**src/rtl/ws2812_pkg.sv**
```systemverilog
// Shared types and default 50 MHz timing constants for the WS2812 serial encoder.
package ws2812_pkg;

    localparam int unsigned WORD_BITS = 24;

    localparam int unsigned DFLT_T0H_CYC   = 20;
    localparam int unsigned DFLT_T1H_CYC   = 40;
    localparam int unsigned DFLT_BIT_CYC   = 62;
    localparam int unsigned DFLT_RESET_CYC = 14000;

    typedef enum logic [1:0] {
        StIdle,
        StHigh,
        StLow,
        StGuard
    } ws_state_e;

endpackage

```
**src/rtl/ws2812_tx_encoder.sv**
```systemverilog
// WS2812 single-wire NRZ encoder: streams 24-bit words MSB first, back to back while tx_en holds.
// Optional WS2812_RESET_GUARD_EN inserts a RESET_CYC idle-low guard before IDLE.
module ws2812_tx_encoder
    import ws2812_pkg::*;
#(
    parameter int unsigned T0H_CYC   = DFLT_T0H_CYC,
    parameter int unsigned T1H_CYC   = DFLT_T1H_CYC,
    parameter int unsigned BIT_CYC   = DFLT_BIT_CYC,
    parameter int unsigned RESET_CYC = DFLT_RESET_CYC
) (
    input  logic                 clk,
    input  logic                 rst,
    input  logic                 tx_en,
    input  logic [WORD_BITS-1:0] RGB,
    output logic                 tx_done,
    output logic                 dout
);

    localparam int unsigned CntW = $clog2(BIT_CYC);

    // Terminal counts for each phase; counter starts at 0 on every state entry.
    localparam logic [CntW-1:0] T0hLast = CntW'(T0H_CYC - 1);
    localparam logic [CntW-1:0] T1hLast = CntW'(T1H_CYC - 1);
    localparam logic [CntW-1:0] L0Last  = CntW'(BIT_CYC - T0H_CYC - 1);
    localparam logic [CntW-1:0] L1Last  = CntW'(BIT_CYC - T1H_CYC - 1);
    localparam logic [4:0]      IdxTop  = 5'(WORD_BITS - 1);

    if (BIT_CYC <= T1H_CYC + 2 || T0H_CYC == 0 || T0H_CYC >= T1H_CYC || RESET_CYC < 2)
    begin : g_bad_cfg
        $error("ws2812_tx_encoder: inconsistent timing parameters");
    end

    ws_state_e              state_q, state_d;
    logic [CntW-1:0]        cnt_q, cnt_d;
    logic [WORD_BITS-1:0]   sr_q, sr_d;
    logic [4:0]             idx_q, idx_d;
    logic                   dout_q, dout_d;
    logic                   done_q, done_d;
    logic [CntW-1:0]        th_last, lo_last;

`ifdef WS2812_RESET_GUARD_EN
    localparam int unsigned GuardW = $clog2(RESET_CYC);
    localparam logic [GuardW-1:0] GuardLast = GuardW'(RESET_CYC - 1);
    localparam ws_state_e EndState = StGuard;

    logic [GuardW-1:0] guard_q, guard_d;
`else
    localparam ws_state_e EndState = StIdle;
`endif

    always_comb begin
        state_d = state_q;
        cnt_d   = cnt_q + 1'b1;
        sr_d    = sr_q;
        idx_d   = idx_q;
        done_d  = 1'b0;
`ifdef WS2812_RESET_GUARD_EN
        guard_d = '0;
`endif
        th_last = sr_q[WORD_BITS-1] ? T1hLast : T0hLast;
        lo_last = sr_q[WORD_BITS-1] ? L1Last : L0Last;

        case (state_q)
            StIdle: begin
                cnt_d = '0;
                if (tx_en) begin
                    state_d = StHigh;
                    sr_d    = RGB;
                    idx_d   = IdxTop;
                end
            end
            StHigh: begin
                if (cnt_q == th_last) begin
                    state_d = StLow;
                    cnt_d   = '0;
                    // First LOW cycle of the last bit carries the per-word pulse.
                    done_d  = (idx_q == 5'd0);
                end
            end
            StLow: begin
                if (cnt_q == lo_last) begin
                    cnt_d = '0;
                    if (idx_q != 5'd0) begin
                        state_d = StHigh;
                        sr_d    = {sr_q[WORD_BITS-2:0], 1'b0};
                        idx_d   = idx_q - 5'd1;
                    end else if (tx_en) begin
                        state_d = StHigh;
                        sr_d    = RGB;
                        idx_d   = IdxTop;
                    end else begin
                        state_d = EndState;
                    end
                end
            end
`ifdef WS2812_RESET_GUARD_EN
            StGuard: begin
                cnt_d   = '0;
                guard_d = guard_q + 1'b1;
                if (guard_q == GuardLast) begin
                    state_d = StIdle;
                    guard_d = '0;
                end
            end
`endif
            default: begin
                state_d = StIdle;
                cnt_d   = '0;
            end
        endcase

        if (state_d == StIdle) begin
            done_d = 1'b1;
        end
        dout_d = (state_d == StHigh);
    end

    always_ff @(posedge clk) begin
        if (rst) begin
`ifdef WS2812_RESET_GUARD_EN
            state_q <= StGuard;
            guard_q <= '0;
`else
            state_q <= StIdle;
`endif
            cnt_q   <= '0;
            sr_q    <= '0;
            idx_q   <= 5'd0;
            dout_q  <= 1'b0;
            done_q  <= 1'b0;
        end else begin
            state_q <= state_d;
`ifdef WS2812_RESET_GUARD_EN
            guard_q <= guard_d;
`endif
            cnt_q   <= cnt_d;
            sr_q    <= sr_d;
            idx_q   <= idx_d;
            dout_q  <= dout_d;
            done_q  <= done_d;
        end
    end

    assign dout    = dout_q;
    assign tx_done = done_q;

endmodule

```
**config.mk**
```make
export PLATFORM = sky130hd
export DESIGN_NAME = ws2812_tx_encoder
export DESIGN_NICKNAME = d
export VERILOG_FILES = /design/src/rtl/ws2812_pkg.sv /design/src/rtl/ws2812_tx_encoder.sv
export SDC_FILE = /design/constraint.sdc
export NUM_CORES = 1
export LEC_CHECK = 0
export ABC_AREA = 0
export CAP_MARGIN = 5
export CORE_MARGIN = 5
export CORE_UTILIZATION = 46
export DETAILED_ROUTE_END_ITERATION = 8
export PLACE_DENSITY = 0.7
export SYNTH_ARGS = -nofsm -noshare
export SYNTH_HDL_FRONTEND = slang
export SYNTH_SLANG_ARGS = --single-unit
```
**constraint.sdc**
```tcl
create_clock -name clk -period 1.95 [get_ports clk]
set_input_delay 0.2925 -clock clk [delete_from_list [all_inputs] [get_ports clk]]
set_output_delay 0.2925 -clock clk [all_outputs]
set_load 0.1 [all_outputs]
```
==> impl_metrics.tcl, run 1 <==
set metrics [dict create \
    rsz0062_at_grt "true" \
    power.internal_mw 1.42 \
    p_per_area_nw_per_um2 730 \
    first_pass_iters 4 \
    drt_iter0_drc 130 \
    placed_cells_incl_taps 312 \
    grt_usage 0.151 \
    clkSinkCount 39 \
    setup_viol 0 \
    final_antenna_net_count 0 \
    clk_latency_ns 0.29 \
    syn_inst 235 \
    rows 25 \
    cts_tree "done" \
    synthDistinctLibCells 41 \
    antenna_found_initial 0 \
    grt_overflow_total 0 \
    numCtsBuffers 5 \
    finClkSkew_ns 0.0123 \
    critPathKind "flip-flop to flip-flop" \
    p_leak_nw 1.04 \
    netlist.area_leader.share 0.359 \
    layout_commonest_cell "dfxtp_1" \
    synth_top_area_cell "dfxtp_1" \
    grt_pass1_wl_um 7650 \
    gp_congestion 0.780 \
    path_clk_slew_ns 0.08 \
    hold_buffers 0 \
    dp_hpwl_um 3050 \
    dieArea_um2 6210 \
    cts_root_buffer "clkbuf_8" \
    yosys_warnings 0 \
    worstPathRequired_ns 2.14 \
    ys_top_cells_by_area "dfxtp_1 36%, a221oi_2 13%, nand3b_1 7.9%, o21ai_0 7.1%, inv_1 5.7%" \
    fp.dieW_um 78.8 \
    crit_chain "inv_1 > ha_1 > and4b_2 > a221oi_1 > o21bai_2 > a221oi_2 > a41o_1" \
    dominantRegCellSynth "dfxtp_1" \
    arrival_ns 2.02 \
    syn_area_per_cell_um2 9.26 \
    grt_pass1_vias 1746 \
    vias 1785 \
    hp-class "flip-flop to flip-flop" \
    critPathMaxFanout 3 \
    htreeDepth 2 \
    period_minus_slack_ns 1.83 \
    worstMarginPinSlew_ns 0.330 \
    ioPinCount 29 \
    portBuffers 28 \
    diodes 0 \
    start_util 0.467 \
    fp.coreArea_um2 4660 \
    max_freq_ghz 0.546 \
    grt_max_degree 52 \
    yosysSeqAreaShare 0.359 \
    wl_per_cell_um 13.6 \
    pwr-share-comb 0.200 \
    end_kind "flip-flop" \
    die_h_um 78.8 \
    slowest_delay_ns 0.34 \
    switchingPower_mw 0.526 \
    switching_share 0.270 \
    synth_edf_count 0 \
    syn_area_um2 2180 \
    hold_viol 0 \
    finalNetCount 300 \
    status "complete, no violations" \
    timing.final.crit_share 0.940 \
    maxCapViolCount 0 \
    syn2layout_area_growth_pct 22.7 \
    slew_violations 0 \
    cts_buffer_depth 2 \
    synth-async-reset-ratio 0 \
    fin_cells 320 \
    final_util 0.573 \
    viasPerCell 5.58 \
    seq_power_share 0.454 \
    max-vdd-ir-drop_mv 0.444 \
    pwr-share-clk 0.346 \
    wirelength_um 4360 \
    mostFrequentLayoutCells "38 x dfxtp_1, 32 x inv_1, 31 x o21ai_0, 26 x clkdlybuf4s50_1, 23 x nand3b_1" \
    crit_path_top_delay_cell "dfxtp_1" \
    drive_above_1_share 0.211 \
    synth.net_count 270 \
    synth-seq-cells 39 \
    worstSetupStartpointType "flip-flop" \
    relSlewSlack 0.777 \
    drc 0 \
]
==> kinds of logic (layout without fill, tap and decap cells) <==
group	count (synthesis)	after routing	synth area share
AOI/OAI and AO/OA	76	76	0.310
and+or+nand+nor	59	59	0.167
buffers and inverters	49	80	0.102
DFF	39	39	0.359
xor gates and xnor gates	4	4	0.0161
adders and majority gates	8	8	0.0460
==> final cells by class <==
class | instances | area (µm²)
clock buffers | 5 | 68.8
clock inverters | 3 | 43.8
fillers | 420 | 1990
inverters | 33 | 124
multi-input cells | 147 | 1180
flip-flops and latches | 39 | 782
well taps | 54 | 67.6
repair buffers | 39 | 399
==> sequential cells by signal (all words and copies together), names as in the netlist <==
register	flops
state_q	2
dout	1
tx_done	1
cnt_q	6
sr_q	24
idx_q	5
==> worst max-delay path, delay by kind of cell (launching register included) <==
family,cells,cell delay (ns)
adders and majority gates,1,0.18
and+or+nand+nor,1,0.27
buffers and inverters,1,0.05
DFF,1,0.34
AOI/OAI and AO/OA,4,0.91
==> timing repair <==
action                                  in CTS  in global routing
gates resized for setup                      0                  6
hold endpoints to repair                     0                  0
setup buffers                                0                  0
endpoints found under the setup margin       0                 13
==> cell usage after synthesis, drive strengths merged, types with 2 or more instances <==
library cell and number:
dfxtp 39, inv 33, o21ai 32, a221oi 27
nand3b 23, nor2 14, clkbuf 12, ha 8
a21oi 5, nor3 5, buf 4, nand3 4
nand2 3, a211oi 2, o21bai 2, xnor2 2
xor2 2
==> stage by stage <==
step / instance area (µm²) / setup TNS (ns) / hold slack, ns / total power, mW / setup slack [ns]
3_5_place_dp: 2540 / 0 / 0.449 / 1.29 / 0.0973
4_1_cts: 2650 / 0 / 0.459 / 1.96 / 0.0792
3_3_place_gp: 2540 / 0 / 0.445 / 1.29 / 0.159
5_1_grt: 2670 / -0.00113 / 0.458 / 2.05 / -0.00113
6_report: 2670 / 0 / 0.432 / 1.95 / 0.117
2_1_floorplan: 2180 / 0 / 0.430 / 1.17 / 0.261
==> metal layers <==
layer / GRT usage / wire length, µm
met5: 0 / 0
met4: 0.0577 / 68
met3: 0.0374 / 131
met2: 0.249 / 2050
met1: 0.191 / 2110
==> power groups by stage <==
stage	clock network (mW)	registers (mW)	logic, mW
final	0.674	0.885	0.390
after global routing	0.733	0.893	0.426
after CTS	0.691	0.885	0.388
after detailed placement	0	0.903	0.387
after global placement	0	0.901	0.384
after floorplan	0	0.930	0.237
==> worst paths after layout <==
kind | to | slack [ns] | startpoint | cells past startpoint
max | tx_done | 0.12 | cnt_q[1] | 7
min | cnt_q[0] | 0.43 | cnt_q[0] | 1
max reg2reg | tx_done | 0.12 | cnt_q[1] | 7
min reg2reg | cnt_q[0] | 0.43 | cnt_q[0] | 1
Note: power is estimated with default switching activity, not from simulation.
==> inputs of run 2 (changes only) <==
--- a/config.mk
+++ b/config.mk
@@ -10,7 +10,9 @@
 export CORE_MARGIN = 5
 export CORE_UTILIZATION = 46
 export DETAILED_ROUTE_END_ITERATION = 8
-export PLACE_DENSITY = 0.7
+export GPL_ROUTABILITY_DRIVEN = 0
+export PLACE_DENSITY = 0.81
+export SETUP_SLACK_MARGIN = 0.5
 export SYNTH_ARGS = -nofsm -noshare
 export SYNTH_HDL_FRONTEND = slang
 export SYNTH_SLANG_ARGS = --single-unit
==> run 2 against run 1 <==
Net effect: sequential power is 0.7% higher; total power is 3.4% lower; fmax is 4.6% higher; critical endpoint is now idx_q[3].
==> impl_metrics.tcl, run 2 (synthesis results as in run 1) <==
set metrics [dict create \
    status "complete, no violations" \
    final_antenna_net_count 0 \
    dieArea_um2 6210 \
    ioPinCount 29 \
    setup_viol 0 \
    p_per_area_nw_per_um2 649 \
    switchingPower_mw 0.562 \
    antenna_found_initial 0 \
    seq_power_share 0.473 \
    grt_overflow_total 0 \
    fp.dieW_um 78.8 \
    worstSetupStartpointType "flip-flop" \
    drive_above_1_share 0.315 \
    rows 25 \
    period_minus_slack_ns 1.75 \
    finClkSkew_ns 0.00862 \
    syn2layout_area_growth_pct 33.3 \
    critPathMaxFanout 25 \
    wl_per_cell_um 15.5 \
    finalNetCount 307 \
    final_util 0.622 \
    largest-register "sr_q" \
    mostFrequentLayoutCells "33 x dfxtp_1, 31 x inv_1, 26 x o21ai_0, 26 x clkdlybuf4s50_1, 25 x a221oi_2" \
    cts_root_buffer "clkbuf_8" \
    fin_setup_tns_ns 0 \
    power.internal_mw 1.32 \
    critPathKind "flip-flop to flip-flop" \
    drt_iter0_drc 131 \
    hp-class "flip-flop to flip-flop" \
    grt_pass1_vias 1825 \
    start_util 0.467 \
    worstMarginPinSlew_ns 0.409 \
    first_pass_iters 4 \
    path_clk_slew_ns 0.07 \
    portBuffers 28 \
    slew_violations 0 \
    clk_latency_ns 0.30 \
    htreeDepth 2 \
    dp_hpwl_um 3230 \
    grt_usage 0.164 \
    pwr-share-comb 0.240 \
    worstPathRequired_ns 2.13 \
    hold_viol 0 \
    vias 1872 \
    die_h_um 78.8 \
    end_kind "flip-flop" \
    cts_buffer_depth 2 \
    relSlewSlack 0.726 \
    drc 0 \
    diodes 0 \
    timing.final.crit_share 0.898 \
    reg_top3 "sr_q x24, cnt_q x6, idx_q x5" \
    pwr-share-clk 0.286 \
    rsz0062_at_grt "true" \
    largest_reg_flops 24 \
    clkSinkCount 39 \
    fp.coreArea_um2 4660 \
    layout_commonest_cell "dfxtp_1" \
    switching_share 0.299 \
    max-vdd-ir-drop_mv 0.273 \
    max_freq_ghz 0.571 \
    viasPerCell 5.72 \
    numCtsBuffers 5 \
    maxCapViolCount 0 \
    grt_pass1_wl_um 8160 \
    arrival_ns 1.93 \
    cts_tree "done" \
    grt_max_degree 38 \
    wirelength_um 5080 \
    p_leak_nw 1.08 \
]
-- run 2: worst paths after layout --
| path | slack [ns] | depth (start not counted) | endpoint | from |
|---|---|---|---|---|
| hold reg to reg | 0.45 | 1 | cnt_q[0] | cnt_q[0] |
| hold / removal | 0.45 | 1 | cnt_q[0] | cnt_q[0] |
| setup / recovery | 0.20 | 8 | idx_q[3] | cnt_q[1] |
| setup reg to reg | 0.20 | 8 | idx_q[3] | cnt_q[1] |
-- run 2: cell type report --
| class | instances | area (µm²) |
|---|---|---|
| fill | 365 | 1760 |
| multi-input combinational | 147 | 1340 |
| sequential | 39 | 791 |
| timing repair buffer | 46 | 485 |
| inverter | 33 | 126 |
| clock buffer | 5 | 68.8 |
| tap | 54 | 67.6 |
| clock inverter | 3 | 20.0 |
-- run 2: through the flow --
step                      std cells  power (mW)  hold WS, ns  setup WS [ns]  instance area (µm²)
after global routing            327        1.97        0.461          0.120                 2900
final                           327        1.88        0.450          0.198                 2900
after global placement          308        1.29        0.449          0.191                 2580
after floorplan                 235        1.18        0.435          0.301                 2240
after CTS                       324        1.86        0.454          0.214                 2800
after detailed placement        308        1.30        0.455         0.0928                 2580
-- run 2: worst max-delay path: stages, from the launching register on --
cell      delay [ns]
dfxtp_2         0.35
inv_2           0.04
ha_4            0.14
and4b_2         0.26
a22oi_4         0.28
o21bai_4        0.13
buf_12          0.19
a32oi_1         0.16
a21oi_1         0.08
-- run 2: routing by layer --
layer,GRT usage,routed length [µm],vias up,share of wire
met3,0.0476,178,9,0.035
met4,0.0804,100,0,0.020
met5,0,0,-,0
li1,-,-,927,-
met1,0.200,2240,910,0.44
met2,0.261,2560,26,0.50
-- run 2: what timing repair did --
item / 4_1_cts / 5_1_grt
buffers inserted: 8 / 2
setup endpoints to repair: 39 / 39
pin swaps: 11 / 6
resized for setup: 20 / 11
gates cloned: 0 / 1
hold buffers: 0 / 0
-- run 2: power groups by stage --
stage               clock, mW  sequential (mW)  combinational, mW
finish                  0.539            0.891              0.452
global route            0.588            0.899              0.488
CTS                     0.557            0.889              0.415
detailed placement          0            0.908              0.392
global placement            0            0.905              0.382
floorplan                   0            0.931              0.246
==> inputs of run 3 (changes only) <==
--- a/config.mk
+++ b/config.mk
@@ -8,10 +8,10 @@
 export ABC_AREA = 0
 export CAP_MARGIN = 5
 export CORE_MARGIN = 5
-export CORE_UTILIZATION = 46
+export CORE_UTILIZATION = 55
 export DETAILED_ROUTE_END_ITERATION = 8
 export GPL_ROUTABILITY_DRIVEN = 0
-export PLACE_DENSITY = 0.81
+export PLACE_DENSITY = 0.92
 export SETUP_SLACK_MARGIN = 0.5
 export SYNTH_ARGS = -nofsm -noshare
 export SYNTH_HDL_FRONTEND = slang
==> run 3 against run 2 <==
Net effect: clock skew fell by 0.0032 ns; worst setup slack got worse by 0.15 ns; count of clock-buffer cells in the layout did not move; core utilization rose by 13 points; fmax fell by 7.7%; non-clock buffer count fell by 6; worst hold slack improved by 0.0077 ns; sequential power barely moved; critical path type unchanged; largest power group unchanged.
==> impl_metrics.tcl, run 3 (synthesis results as in run 1) <==
set metrics [dict create \
    status "complete, no violations" \
    finalNetCount 305 \
    drive_above_1_share 0.295 \
    portBuffers 28 \
    worstPathRequired_ns 2.15 \
    critPathMaxFanout 3 \
    drc 0 \
    worstSetupStartpointType "flip-flop" \
    start_util 0.581 \
    diodes 0 \
    p_leak_nw 1.05 \
    worstMarginPinSlew_ns 0.469 \
    fin_setup_tns_ns 0 \
    dp_hpwl_um 3200 \
    path_clk_slew_ns 0.08 \
    finClkSkew_ns 0.00540 \
    mostFrequentLayoutCells "32 x dfxtp_1, 31 x inv_1, 30 x o21ai_0, 26 x clkdlybuf4s50_1, 25 x a221oi_2" \
    largest_reg_flops 24 \
    grt_overflow_total 0 \
    grt_max_degree 34 \
    syn2layout_area_growth_pct 29.8 \
    setup_viol 0 \
    grt_pass1_wl_um 9110 \
    slew_violations 0 \
    first_pass_iters 4 \
    drt_iter0_drc 168 \
    fp.coreArea_um2 3740 \
    grt_usage 0.221 \
    reg_top3 "sr_q x24, cnt_q x6, idx_q x5" \
    rsz0062_at_grt "true" \
    vias 1950 \
    timing.final.crit_share 0.973 \
    hp-class "flip-flop to flip-flop" \
    relSlewSlack 0.686 \
    dieArea_um2 5310 \
    largest-register "sr_q" \
    clkSinkCount 39 \
    antenna_found_initial 0 \
    max-vdd-ir-drop_mv 0.554 \
    p_per_area_nw_per_um2 710 \
    maxCapViolCount 0 \
    rows 22 \
    period_minus_slack_ns 1.90 \
    cts_buffer_depth 2 \
    cts_root_buffer "clkbuf_8" \
    arrival_ns 2.09 \
    numCtsBuffers 5 \
    hold_viol 0 \
    fp.dieW_um 72.9 \
    wirelength_um 5620 \
    power.total_mw 2.01 \
    final_antenna_net_count 0 \
    final_util 0.755 \
    max_freq_ghz 0.527 \
    grt_pass1_vias 1909 \
    ioPinCount 29 \
    end_kind "flip-flop" \
    critPathKind "flip-flop to flip-flop" \
    fillers 222 \
    layout_commonest_cell "dfxtp_1" \
    wl_per_cell_um 17.6 \
    clk_latency_ns 0.30 \
    htreeDepth 2 \
    cts_tree "done" \
    viasPerCell 6.11 \
    hold_buffers 0 \
    die_h_um 72.9 \
]
-- run 3: what timing repair did --
action	4_1_cts	5_1_grt
endpoints found under the hold margin	0	0
gates resized for setup	16	8
gates cloned	4	0
endpoints found under the setup margin	39	39
setup buffers	1	2
pin swaps	8	5
-- run 3: worst max-delay path, stage by stage (launching register included) --
cell,delay (ns)
dfxtp_2,0.35
inv_2,0.04
ha_4,0.14
and4b_2,0.27
a221oi_1,0.41
o21bai_4,0.23
a221oi_2,0.10
a41o_1,0.25
-- run 3: where the power goes --
part	switching [mW]	total, mW	internal, mW
sequential	0.0364	0.893	0.857
combinational	0.246	0.439	0.193
clock	0.294	0.675	0.381
-- run 3: layer usage --
metal	GRT usage	part of all wire	vias up
li1	-	-	935
met1	0.265	0.42	925
met2	0.368	0.48	68
met3	0.0455	0.056	22
met4	0.117	0.041	0
met5	0	0	-
-- run 3: layout make-up --
| cell class | instances | area [µm²] | share of cell area |
|---|---|---|---|
| multi-input combinational | 151 | 1350 | 0.476 |
| sequential | 39 | 792 | 0.280 |
| timing repair buffer | 40 | 389 | 0.138 |
| inverter | 33 | 126 | 0.0447 |
| clock buffer | 5 | 68.8 | 0.0244 |
| tap | 48 | 60.1 | 0.0213 |
| clock inverter | 3 | 43.8 | 0.0155 |
-- run 3: per-stage QoR --
| stage | setup slack [ns] | hold WS [ns] | area [µm²] | cells |
|---|---|---|---|---|
| 4_1_cts | 0.167 | 0.457 | 2770 | 317 |
| 3_3_place_gp | -0.0140 | 0.451 | 2550 | 304 |
| 5_1_grt | -0.0250 | 0.481 | 2830 | 319 |
| 3_5_place_dp | -0.0644 | 0.458 | 2550 | 304 |
| 2_1_floorplan | 0.301 | 0.435 | 2240 | 235 |
| 6_report | 0.0521 | 0.457 | 2830 | 319 |
-- run 3: final timing paths --
kind,cells past startpoint,endpoint,startpoint,slack (ns)
setup reg to reg,7,tx_done,cnt_q[1],0.05
hold reg to reg,1,cnt_q[0],cnt_q[0],0.46
hold / removal,1,cnt_q[0],cnt_q[0],0.46
setup / recovery,7,tx_done,cnt_q[1],0.05
